$ cat src/rtl/alu_pkg.sv
// Shared constants for the ALU issue stage: operand width, function codes, flag bit
// positions, the idle function code and the issue FSM state encoding.
package alu_pkg;

  localparam int ALU_W = 16;

  localparam logic [3:0] FN_ADD   = 4'b0000;
  localparam logic [3:0] FN_SUB   = 4'b0001;
  localparam logic [3:0] FN_MUL   = 4'b0010;
  localparam logic [3:0] FN_DIV   = 4'b0011;
  localparam logic [3:0] FN_MOD   = 4'b0100;
  localparam logic [3:0] FN_AND   = 4'b0101;
  localparam logic [3:0] FN_OR    = 4'b0110;
  localparam logic [3:0] FN_XOR   = 4'b0111;
  localparam logic [3:0] FN_NOT   = 4'b1000;
  localparam logic [3:0] FN_CMPEQ = 4'b1001;
  localparam logic [3:0] FN_CMPLT = 4'b1010;
  localparam logic [3:0] FN_CMPGT = 4'b1011;
  localparam logic [3:0] FN_SHL   = 4'b1100;
  localparam logic [3:0] FN_SHR   = 4'b1101;

  // The ALU decodes this code to a zero result with no class flag set.
  localparam logic [3:0] IDLE_FUNC = 4'b1111;

  localparam int FLAG_ARITH = 3;
  localparam int FLAG_LOGIC = 2;
  localparam int FLAG_CMP   = 1;
  localparam int FLAG_SHIFT = 0;

  localparam logic [3:0] DIV0_FLAGS = 4'b1000;

  typedef logic [1:0] state_t;

  localparam state_t ST_IDLE  = 2'd0;
  localparam state_t ST_DRIVE = 2'd1;
  localparam state_t ST_RESP  = 2'd2;

endpackage

$ cat src/rtl/alu_issue_ctrl_if.sv
// Command and result valid/ready bundle between a command producer and alu_issue_ctrl.
interface alu_issue_ctrl_if #(parameter int W = alu_pkg::ALU_W);

  logic         cmd_valid;
  logic         cmd_ready;
  logic [3:0]   cmd_func;
  logic [W-1:0] cmd_a;
  logic [W-1:0] cmd_b;
  logic         res_valid;
  logic         res_ready;
  logic [W-1:0] res_data;
  logic [3:0]   res_flags;
  logic         res_err;

  modport master (
    output cmd_valid, cmd_func, cmd_a, cmd_b, res_ready,
    input  cmd_ready, res_valid, res_data, res_flags, res_err
  );

  modport slave (
    input  cmd_valid, cmd_func, cmd_a, cmd_b, res_ready,
    output cmd_ready, res_valid, res_data, res_flags, res_err
  );

endinterface

$ cat src/rtl/alu_cmd_fifo.sv
// Command FIFO, DEPTH x DW, pointers wrap modulo DEPTH; the head entry is visible
// combinationally so the issue FSM can register it on the pop edge.
module alu_cmd_fifo #(
  parameter int DEPTH = 4,
  parameter int DW    = 36
) (
  input  logic                   clk,
  input  logic                   rst_n,
  input  logic                   wr_en_i,
  input  logic [DW-1:0]          wr_data_i,
  input  logic                   rd_en_i,
  output logic [DW-1:0]          rd_data_o,
  output logic                   full_o,
  output logic                   empty_o,
  output logic [$clog2(DEPTH):0] level_o
);

  localparam int AW = $clog2(DEPTH);

  logic [DW-1:0] mem_q [DEPTH];
  logic [AW-1:0] wr_ptr_q;
  logic [AW-1:0] rd_ptr_q;
  logic [AW:0]   level_q;
  logic          do_wr;
  logic          do_rd;

  assign full_o  = (level_q == (AW+1)'(DEPTH));
  assign empty_o = (level_q == '0);
  assign do_wr   = wr_en_i & ~full_o;
  assign do_rd   = rd_en_i & ~empty_o;

  always_ff @(posedge clk) begin
    if (do_wr) mem_q[wr_ptr_q] <= wr_data_i;
  end

  always_ff @(posedge clk or negedge rst_n) begin
    if (!rst_n) begin
      wr_ptr_q <= '0;
      rd_ptr_q <= '0;
      level_q  <= '0;
    end else begin
      if (do_wr) wr_ptr_q <= wr_ptr_q + AW'(1);
      if (do_rd) rd_ptr_q <= rd_ptr_q + AW'(1);
      case ({do_wr, do_rd})
        2'b10:   level_q <= level_q + (AW+1)'(1);
        2'b01:   level_q <= level_q - (AW+1)'(1);
        default: level_q <= level_q;
      endcase
    end
  end

  assign rd_data_o = mem_q[rd_ptr_q];
  assign level_o   = level_q;

endmodule

$ cat src/rtl/alu_issue_ctrl.sv
// ALU issue stage: buffers {func,a,b}, drives one command at a time, waits ALU_LAT edges
// and captures the result. Optional zero-operand divide suppression: DIV0_CHECK_EN.
module alu_issue_ctrl
  import alu_pkg::*;
#(
  parameter int DEPTH   = 4,
  parameter int ALU_LAT = 1,
  parameter int W       = ALU_W
) (
  input  logic                   clk,
  input  logic                   rst_n,
  alu_issue_ctrl_if.slave        io,
  output logic [W-1:0]           alu_a,
  output logic [W-1:0]           alu_b,
  output logic [3:0]             alu_func,
  input  logic [W-1:0]           alu_out,
  input  logic [3:0]             alu_flags,
  output logic [$clog2(DEPTH):0] fifo_level
);

  localparam int DW = 4 + 2*W;
  localparam int CW = (ALU_LAT > 0) ? $clog2(ALU_LAT + 1) : 1;

  logic          fifo_full;
  logic          fifo_empty;
  logic          pop;
  logic          issue;
  logic [DW-1:0] head;
  logic [3:0]    head_func;
  logic [W-1:0]  head_a;
  logic [W-1:0]  head_b;

  state_t        state_q, state_d;
  logic [CW-1:0] cnt_q, cnt_d;
  logic [W-1:0]  alu_a_q, alu_a_d;
  logic [W-1:0]  alu_b_q, alu_b_d;
  logic [3:0]    alu_func_q, alu_func_d;
  logic          res_valid_q, res_valid_d;
  logic [W-1:0]  res_data_q, res_data_d;
  logic [3:0]    res_flags_q, res_flags_d;

  alu_cmd_fifo #(.DEPTH(DEPTH), .DW(DW)) u_fifo (
    .clk       (clk),
    .rst_n     (rst_n),
    .wr_en_i   (io.cmd_valid),
    .wr_data_i ({io.cmd_func, io.cmd_a, io.cmd_b}),
    .rd_en_i   (pop),
    .rd_data_o (head),
    .full_o    (fifo_full),
    .empty_o   (fifo_empty),
    .level_o   (fifo_level)
  );

  assign {head_func, head_a, head_b} = head;
  assign io.cmd_ready = ~fifo_full;

`ifdef DIV0_CHECK_EN
  logic res_err_q, res_err_d;
  logic head_div0;
  assign head_div0  = (head_func == FN_DIV) && ((head_a == '0) || (head_b == '0));
  assign io.res_err = res_err_q;
`else
  assign io.res_err = 1'b0;
`endif

  always_comb begin
    state_d     = state_q;
    cnt_d       = cnt_q;
    alu_a_d     = alu_a_q;
    alu_b_d     = alu_b_q;
    alu_func_d  = alu_func_q;
    res_valid_d = res_valid_q;
    res_data_d  = res_data_q;
    res_flags_d = res_flags_q;
`ifdef DIV0_CHECK_EN
    res_err_d   = res_err_q;
`endif
    pop   = 1'b0;
    issue = 1'b0;
    case (state_q)
      ST_IDLE: issue = ~fifo_empty;
      ST_DRIVE: begin
        if (cnt_q == CW'(ALU_LAT)) begin
          res_data_d  = alu_out;
          res_flags_d = alu_flags;
          res_valid_d = 1'b1;
`ifdef DIV0_CHECK_EN
          res_err_d   = 1'b0;
`endif
          state_d     = ST_RESP;
        end else begin
          cnt_d = cnt_q + CW'(1);
        end
      end
      ST_RESP: begin
        if (io.res_ready) begin
          if (!fifo_empty) begin
            issue = 1'b1;
          end else begin
            res_valid_d = 1'b0;
            alu_func_d  = IDLE_FUNC;
            state_d     = ST_IDLE;
          end
        end
      end
      default: state_d = ST_IDLE;
    endcase

    // A popped command either goes to the ALU or, if suppressed, straight to a result.
    if (issue) begin
      pop = 1'b1;
`ifdef DIV0_CHECK_EN
      if (head_div0) begin
        res_valid_d = 1'b1;
        res_data_d  = '1;
        res_flags_d = DIV0_FLAGS;
        res_err_d   = 1'b1;
        alu_func_d  = IDLE_FUNC;
        state_d     = ST_RESP;
      end else
`endif
      begin
        alu_a_d     = head_a;
        alu_b_d     = head_b;
        alu_func_d  = head_func;
        cnt_d       = '0;
        res_valid_d = 1'b0;
        state_d     = ST_DRIVE;
      end
    end
  end

  always_ff @(posedge clk or negedge rst_n) begin
    if (!rst_n) begin
      state_q     <= ST_IDLE;
      cnt_q       <= '0;
      alu_a_q     <= '0;
      alu_b_q     <= '0;
      alu_func_q  <= IDLE_FUNC;
      res_valid_q <= 1'b0;
      res_data_q  <= '0;
      res_flags_q <= '0;
`ifdef DIV0_CHECK_EN
      res_err_q   <= 1'b0;
`endif
    end else begin
      state_q     <= state_d;
      cnt_q       <= cnt_d;
      alu_a_q     <= alu_a_d;
      alu_b_q     <= alu_b_d;
      alu_func_q  <= alu_func_d;
      res_valid_q <= res_valid_d;
      res_data_q  <= res_data_d;
      res_flags_q <= res_flags_d;
`ifdef DIV0_CHECK_EN
      res_err_q   <= res_err_d;
`endif
    end
  end

  assign alu_a        = alu_a_q;
  assign alu_b        = alu_b_q;
  assign alu_func     = alu_func_q;
  assign io.res_valid = res_valid_q;
  assign io.res_data  = res_data_q;
  assign io.res_flags = res_flags_q;

endmodule

$ cat src/flat_wrapper.sv
// flat-port wrapper written by rule: the top's interface ports become plain ports
module alu_issue_ctrl_flat import alu_pkg::*;
#(
  parameter int DEPTH   = 4,
  parameter int ALU_LAT = 1,
  parameter int W       = ALU_W
)
  (clk, rst_n, alu_a, alu_b, alu_func, alu_out, alu_flags, fifo_level, io_cmd_valid, io_cmd_func, io_cmd_a, io_cmd_b, io_res_ready, io_cmd_ready, io_res_valid, io_res_data, io_res_flags, io_res_err);
  alu_issue_ctrl_if #(.W(W)) io_i ();
  input  logic clk;
  input  logic rst_n;
  output logic [W-1:0] alu_a;
  output logic [W-1:0] alu_b;
  output logic [3:0] alu_func;
  input  logic [W-1:0] alu_out;
  input  logic [3:0] alu_flags;
  output logic [$clog2(DEPTH):0] fifo_level;
  input wire logic [$bits(io_i.cmd_valid)-1:0] io_cmd_valid;
  input wire logic [$bits(io_i.cmd_func)-1:0] io_cmd_func;
  input wire logic [$bits(io_i.cmd_a)-1:0] io_cmd_a;
  input wire logic [$bits(io_i.cmd_b)-1:0] io_cmd_b;
  input wire logic [$bits(io_i.res_ready)-1:0] io_res_ready;
  output wire logic [$bits(io_i.cmd_ready)-1:0] io_cmd_ready;
  output wire logic [$bits(io_i.res_valid)-1:0] io_res_valid;
  output wire logic [$bits(io_i.res_data)-1:0] io_res_data;
  output wire logic [$bits(io_i.res_flags)-1:0] io_res_flags;
  output wire logic [$bits(io_i.res_err)-1:0] io_res_err;
  assign io_i.cmd_valid = io_cmd_valid;
  assign io_i.cmd_func = io_cmd_func;
  assign io_i.cmd_a = io_cmd_a;
  assign io_i.cmd_b = io_cmd_b;
  assign io_i.res_ready = io_res_ready;
  assign io_cmd_ready = io_i.cmd_ready;
  assign io_res_valid = io_i.res_valid;
  assign io_res_data = io_i.res_data;
  assign io_res_flags = io_i.res_flags;
  assign io_res_err = io_i.res_err;
  alu_issue_ctrl #(.DEPTH(DEPTH), .ALU_LAT(ALU_LAT), .W(W)) u_core (.clk(clk), .rst_n(rst_n), .io(io_i), .alu_a(alu_a), .alu_b(alu_b), .alu_func(alu_func), .alu_out(alu_out), .alu_flags(alu_flags), .fifo_level(fifo_level));
endmodule
$ cat config.mk
export PLATFORM = sky130hd
export DESIGN_NAME = alu_issue_ctrl_flat
export DESIGN_NICKNAME = d
export VERILOG_FILES = /design/src/rtl/alu_pkg.sv /design/src/rtl/alu_issue_ctrl_if.sv /design/src/rtl/alu_cmd_fifo.sv /design/src/rtl/alu_issue_ctrl.sv /design/src/flat_wrapper.sv
export SDC_FILE = /design/constraint.sdc
export NUM_CORES = 1
export LEC_CHECK = 0
export CELL_PAD_IN_SITES_DETAIL_PLACEMENT = 2
export CELL_PAD_IN_SITES_GLOBAL_PLACEMENT = 2
export CORE_MARGIN = 4
export CORE_UTILIZATION = 41
export CTS_CLUSTER_DIAMETER = 40
export DETAILED_ROUTE_END_ITERATION = 8
export GPL_ROUTABILITY_DRIVEN = 0
export GPL_TIMING_DRIVEN = 0
export PLACE_DENSITY_LB_ADDON = 0.1
export SLEW_MARGIN = 15
export SYNTH_ARGS = -nofsm -noshare
export SYNTH_HDL_FRONTEND = slang
export SYNTH_SLANG_ARGS = --single-unit
export TNS_END_PERCENT = 30
$ cat constraint.sdc
create_clock -name clk -period 2.7 [get_ports clk]
set_input_delay 0.54 -clock clk [delete_from_list [all_inputs] [get_ports clk]]
set_output_delay 0.54 -clock clk [all_outputs]
set_load 0.1 [all_outputs]
## Yosys cells after proc, flatten, opt, wreduce, memory -nomap -nowiden

Memory sizes are Yosys's and may differ from the RTL's.
Cells that the tools add are included.

- Bits in registers: 67
- Bits in writable memories: 144
- Bits of input ports: 60
- Output and inout port bits: 62
- Word-level logic and storage cells: 66
- Memories kept: 1

Memory list:

| name | depth | bits a word | rd ports | clocked after Yosys merged registers in | write ports | RTL line | source |
|---|---|---|---|---|---|---|---|
| u_core.u_fifo.mem_q | 4 | 36 | 1 | 0 | 1 | alu_cmd_fifo.sv:20 | `logic [DW-1:0] mem_q [DEPTH];` |

- Add/subtract/negate cells: 5
- Eq/ne operators: 9
- Muxes and demuxes: 24
- Bitwise operators: 4
- Reduce and logical (&&, ||, !) cells: 12

Operators with widths:

| kind | number |
|---|---|
| 4-bit 2-to-1 mux | 4 |
| 1-bit 2-to-1 mux | 12 |
| 2-bit nonzero test | 5 |
| 2-bit 2-to-1 mux | 4 |
| 4-bit AND reduction | 2 |
| 3-bit by 1-bit != test with 1-bit output (second input constant) | 2 |
| 2-bit case mux with 3 select lines | 1 |
| 3-bit case mux with 2 select lines | 1 |
| 2-bit by 1-bit adder with 2-bit output (second input constant) | 2 |
| 2-bit by 1-bit equality test with 1-bit output (second input constant) | 2 |
| 2-bit equality test (second input constant) | 2 |
| 1-bit case mux with 2 select lines | 2 |
| 3-bit by 1-bit adder with 3-bit output (second input constant) | 1 |
| 3-bit equality test (second input constant) | 1 |
| 3-bit logical NOT | 1 |
| 3-bit by 2-bit != test with 1-bit output (second input constant) | 1 |
| 3-bit AND reduction | 1 |
| 3-bit nonzero test | 1 |
| 3-bit by 1-bit subtractor with 3-bit output (second input constant) | 1 |
| 1-bit AND | 2 |
| 2-bit logical NOT | 1 |
| 2-bit by 1-bit != test with 1-bit output (second input constant) | 1 |
| 1-bit NOT | 2 |
| 2-bit AND reduction | 1 |
| 1-bit adder (second input constant) | 1 |

## Depth between registers and ports, before layout

- Word-level depth: 8
- Mapped depth: 13
- Mapped depth without buffers: 11

## Hierarchy

A second synthesis with hierarchy kept.

- Cell total of the unflattened synthesis: 367
- Area total of the unflattened synthesis: 8077.7 um2

By module, submodules not included:

| module | instances | cells an instance | area an instance (um2) | seq. area each (um2) |
|---|---|---|---|---|
| alu_cmd_fifo | 1 | 225 | 5635.4 | 4499.3 |
| alu_issue_ctrl | 1 | 142 | 2442.3 | 1506.4 |

## Worst setup path after synthesis

No wires, ideal clock.

- Path type: reg2reg
- From: register u_core.u_fifo.level_q[2], in the netlist u_core.u_fifo.level_o[2]
- To: register u_core.u_fifo.level_q[2], in the netlist u_core.u_fifo.level_o[2]
- Setup time: 165 ps
- Arrival: 3532 ps
- Data required time: 2535 ps
- Path slack: -998 ps
- Cell stages (with the launch flop): 10
- Path buffers: 0
- Period minus slack after synthesis: 3698 ps
- Cell sequence: dfrtp_1 -> nand3_1 -> and2_1 -> inv_1 -> ha_1 -> inv_1 -> fa_1 -> xor2_1 -> nor2_1 -> xor2_1

- Elaborated cells on any way between the ends: 16
- Classes of those cells: add/sub (2); eq/ne (3); mux (5); bitwise (4); reduce/logical (2)

RTL lines:

| element | RTL line | source |
|---|---|---|
| start: declaration | alu_cmd_fifo.sv:23 | `logic [AW:0] level_q;` |
| start signal: assignment | alu_cmd_fifo.sv:45 | `2'b10: level_q <= level_q + (AW+1)'(1);` |
| start signal: assignment | alu_cmd_fifo.sv:46 | `2'b01: level_q <= level_q - (AW+1)'(1);` |
| start signal: assignment | alu_cmd_fifo.sv:47 | `default: level_q <= level_q;` |
| 3-bit equality test (*) | alu_cmd_fifo.sv:27 | `assign full_o = (level_q == (AW+1)'(DEPTH));` |
| 1-bit NOT (*) | -- |  |
| named net io_cmd_ready | flat_wrapper.sv:23 | `output wire logic [$bits(io_i.cmd_ready)-1:0] io_cmd_ready;` |
| 1-bit AND (*) | alu_cmd_fifo.sv:29 | `assign do_wr = wr_en_i & ~full_o;` |
| 2-bit by 1-bit equality test with 1-bit output / 2-bit equality test (equally long branches) | alu_cmd_fifo.sv:44 | `case ({do_wr, do_rd})` |
| 3-bit case mux with 2 select lines / 2-bit nonzero test (equally long branches) | -- |  |

The timed path passes the listed nets; every way through them passes the cells marked *.
A chain may end at the register's enable or synchronous reset.

## Final worst setup path

- From: register u_core.alu_b_q[8], in the netlist u_core.alu_b[8]
- To: output port alu_b[8]

RTL lines:

| element | RTL line | source |
|---|---|---|
| start: declaration | alu_issue_ctrl.sv:36 | `logic [W-1:0] alu_b_q, alu_b_d;` |
| start signal: assignment | alu_issue_ctrl.sv:150 | `alu_b_q <= alu_b_d;` |
| end: declaration | flat_wrapper.sv:13 | `output logic [W-1:0] alu_b;` |

No word-level cell between the ends.

==> results.toml <==
[setup_path]
critPathKind = "reg2out"
worstSetupEndpointType = "output port"
critical_path_buf_inv_count = 1
cp_top_family = "buffers and inverters"
cp_slowest_cell = "clkdlybuf4s50_1"
cp.required_ps = 2160
start_kind = "flop"
critPathMaxFanout = 2
slowest_delay_ps = 1160
crit_chain = "clkdlybuf4s50_1"
cp.arrival_ps = 2070

[final_layout]
drive_gt1_share_pct = 30.8
mostFrequentLayoutCell = "edfxtp_1"
n_antenna_cell = 0
ff_latch_area_um2 = 6010
fillers = 1670
multi_input_area_um2 = 2010
mostFrequentLayoutCells = "edfxtp_1 (144), clkdlybuf4s50_1 (113), dfrtp_1 (59)"
nets = 613
syn2layout_area_growth_pct = 33.2

[grt]
antenna_found_initial = 0
grt_max_degree = 45
grt_usage_pct = 17.4
overflow = 0
grt_pass1_vias = 4916
grt_pass1_wl_um = 29100

[clock_network]
clock_path_buffers = 3
cts-root-buf = "clkbuf_16"
htreeDepth = 2
clk_latency_ps = 500
clkSinkCount = 211
clk_pin_slew_ps = 50
cts_buffers = 34
cts_tree = "yes"

[detailed_routing]
ant_nets = 0
wl_per_cell_um = 22.4
postRouteWirelength_um = 18700
drc_errors = 0
drt_iter0_markers = 154
dr.pass1.iters = 4
dr_total_vias = 4170
viasPerCell = 5.01

[logic_synthesis]
synth_seq_area_share_pct = 73.7
synth_area_leaders = "edfxtp_1 (53%), dfrtp_1 (19%), mux4_2 (10%)"
syn_avg_cell_area_um2 = 21.2
syn_area_um2 = 8150
ys_warn_count = 0
synth.distinct_cells = 40
synth-edff-count = 144
yosysTopAreaCell = "edfxtp_1"
yosysTopAreaCellShare_pct = 53.1
synth_flop_cell = "edfxtp_1"
synthCells = 385
synth-seq-cells = 211
syn-num-nets = 455
async_reset_ff_share_pct = 31.8

[placed_design]
portBuffers = 120
post-dp-hpwl_um = 11100

[status]
status = "finished clean"

[floorplan]
io_pins = 122
die_y_um = 149
coreArea_um2 = 19500
placementRows = 51
die_w_um = 149
die-area_um2 = 22200
start_util_pct = 41.7

[timing]
slew_violations = 0
period_minus_slack_ps = 2610
max_freq_ghz = 0.384
worstMarginPinSlew_ps = 1070
setup_violations = 0
fin_crit_sh_pct = 96.5
skew_ps = 25.3
tns_ps = 0
final-hold-violation-count = 0
relSlewSlack_pct = 28.3

[flow_run]
drv_cap = 0

[min_path]
hold_class = "reg2reg"
-- registers in the layout, summed over array words and instances, names as in the netlist --
name                    count
u_core.u_fifo.wr_ptr_q      2
u_core.state_q              2
u_core.alu_b               16
u_core.u_fifo.mem_q       144
u_core.alu_func             4
u_core.alu_a               16
u_core.u_fifo.level_o       3
u_core.cnt_q                1
u_core.io.res_valid         1
u_core.u_fifo.rd_ptr_q      2
u_core.io.res_data         16
u_core.io.res_flags         4
-- cells in the mapped netlist (2+ instances only) --
| cell | n |
|---|---|
| a21oi_1 | 2 |
| and3_1 | 4 |
| buf_2 | 3 |
| buf_6 | 4 |
| buf_8 | 3 |
| clkbuf_1 | 4 |
| dfrtp_1 | 63 |
| dfstp_2 | 4 |
| edfxtp_1 | 144 |
| ha_1 | 9 |
| inv_1 | 9 |
| mux2_2 | 28 |
| mux2_4 | 26 |
| mux4_2 | 36 |
| nand2_1 | 7 |
| nor2_1 | 8 |
| o22a_1 | 4 |
| xnor2_1 | 4 |
| xor2_1 | 2 |
-- kinds of logic after synthesis --
logic type               synth area share [%]
flip-flops                               73.7
XOR/XNOR                                0.645
other                                  0.0460
adder cells (fa/ha/maj)                  1.63
AND/OR/NAND/NOR                          1.81
buffers and inverters                    2.12
multiplexers                             18.7
AO/OA/AOI/OAI                            1.31
-- final cells by class --
class	count	area share (%)
well taps	265	3.05
flip-flops and latches	211	55.4
clock inverters	17	1.65
multi-input cells	149	18.5
plain buffers	14	1.04
repair buffers	123	11.4
clock buffers	44	8.47
inverters	10	0.461
-- layer usage --
metal	wire length, um	vias to the layer above	track usage (%)	share of wire, %
met5	0	-	0	0
met4	384	0	4.81	2.1
met3	976	35	4.62	5.2
met2	9630	122	30.4	52
met1	7680	2176	21.6	41
li1	-	1837	-	-
-- final timing paths --
| check | startpoint | slack, ps | end | cells past startpoint |
|---|---|---|---|---|
| worst min register to register | u_core.io.res_data[10] | 500 | u_core.io.res_data[10] | 1 |
| worst min-delay path | u_core.io.res_data[10] | 500 | u_core.io.res_data[10] | 1 |
| worst max register to register | u_core.state_q[0] | 180 | u_core.u_fifo.level_o[2] | 12 |
| worst max-delay path | u_core.alu_b[8] | 90 | alu_b[8] | 1 |
| min in group asynchronous | rst_n | 540 | u_core.alu_b[5] | 2 |
| max in group asynchronous | rst_n | 1530 | u_core.alu_func[3] | 3 |
-- per-stage QoR --
step | cell area, um^2 | instances | worst slack (ps) | hold slack [ps] | util (%)
after floorplan | 8170 | 385 | 116 | 244 | -
after global placement | 9700 | 770 | -1920 | 486 | 49.7
after detailed placement | 9730 | 771 | -318 | 493 | 49.8
after CTS | 10800 | 833 | -83.3 | 504 | 55.5
after global routing | 10900 | 833 | -0.653 | 525 | 55.6
final | 10900 | 833 | 93.5 | 500 | 55.6
-- timing repair --
action,in CTS,in global routing
buffers inserted,0,1
hold buffers,1,0
setup endpoints to repair,6,2
resized for setup,6,7
endpoints found under the hold margin,23,0
Power is left out: the tool's default activity adds up to more than one toggle a clock period on the data nets, which glitch-free logic cannot reach.
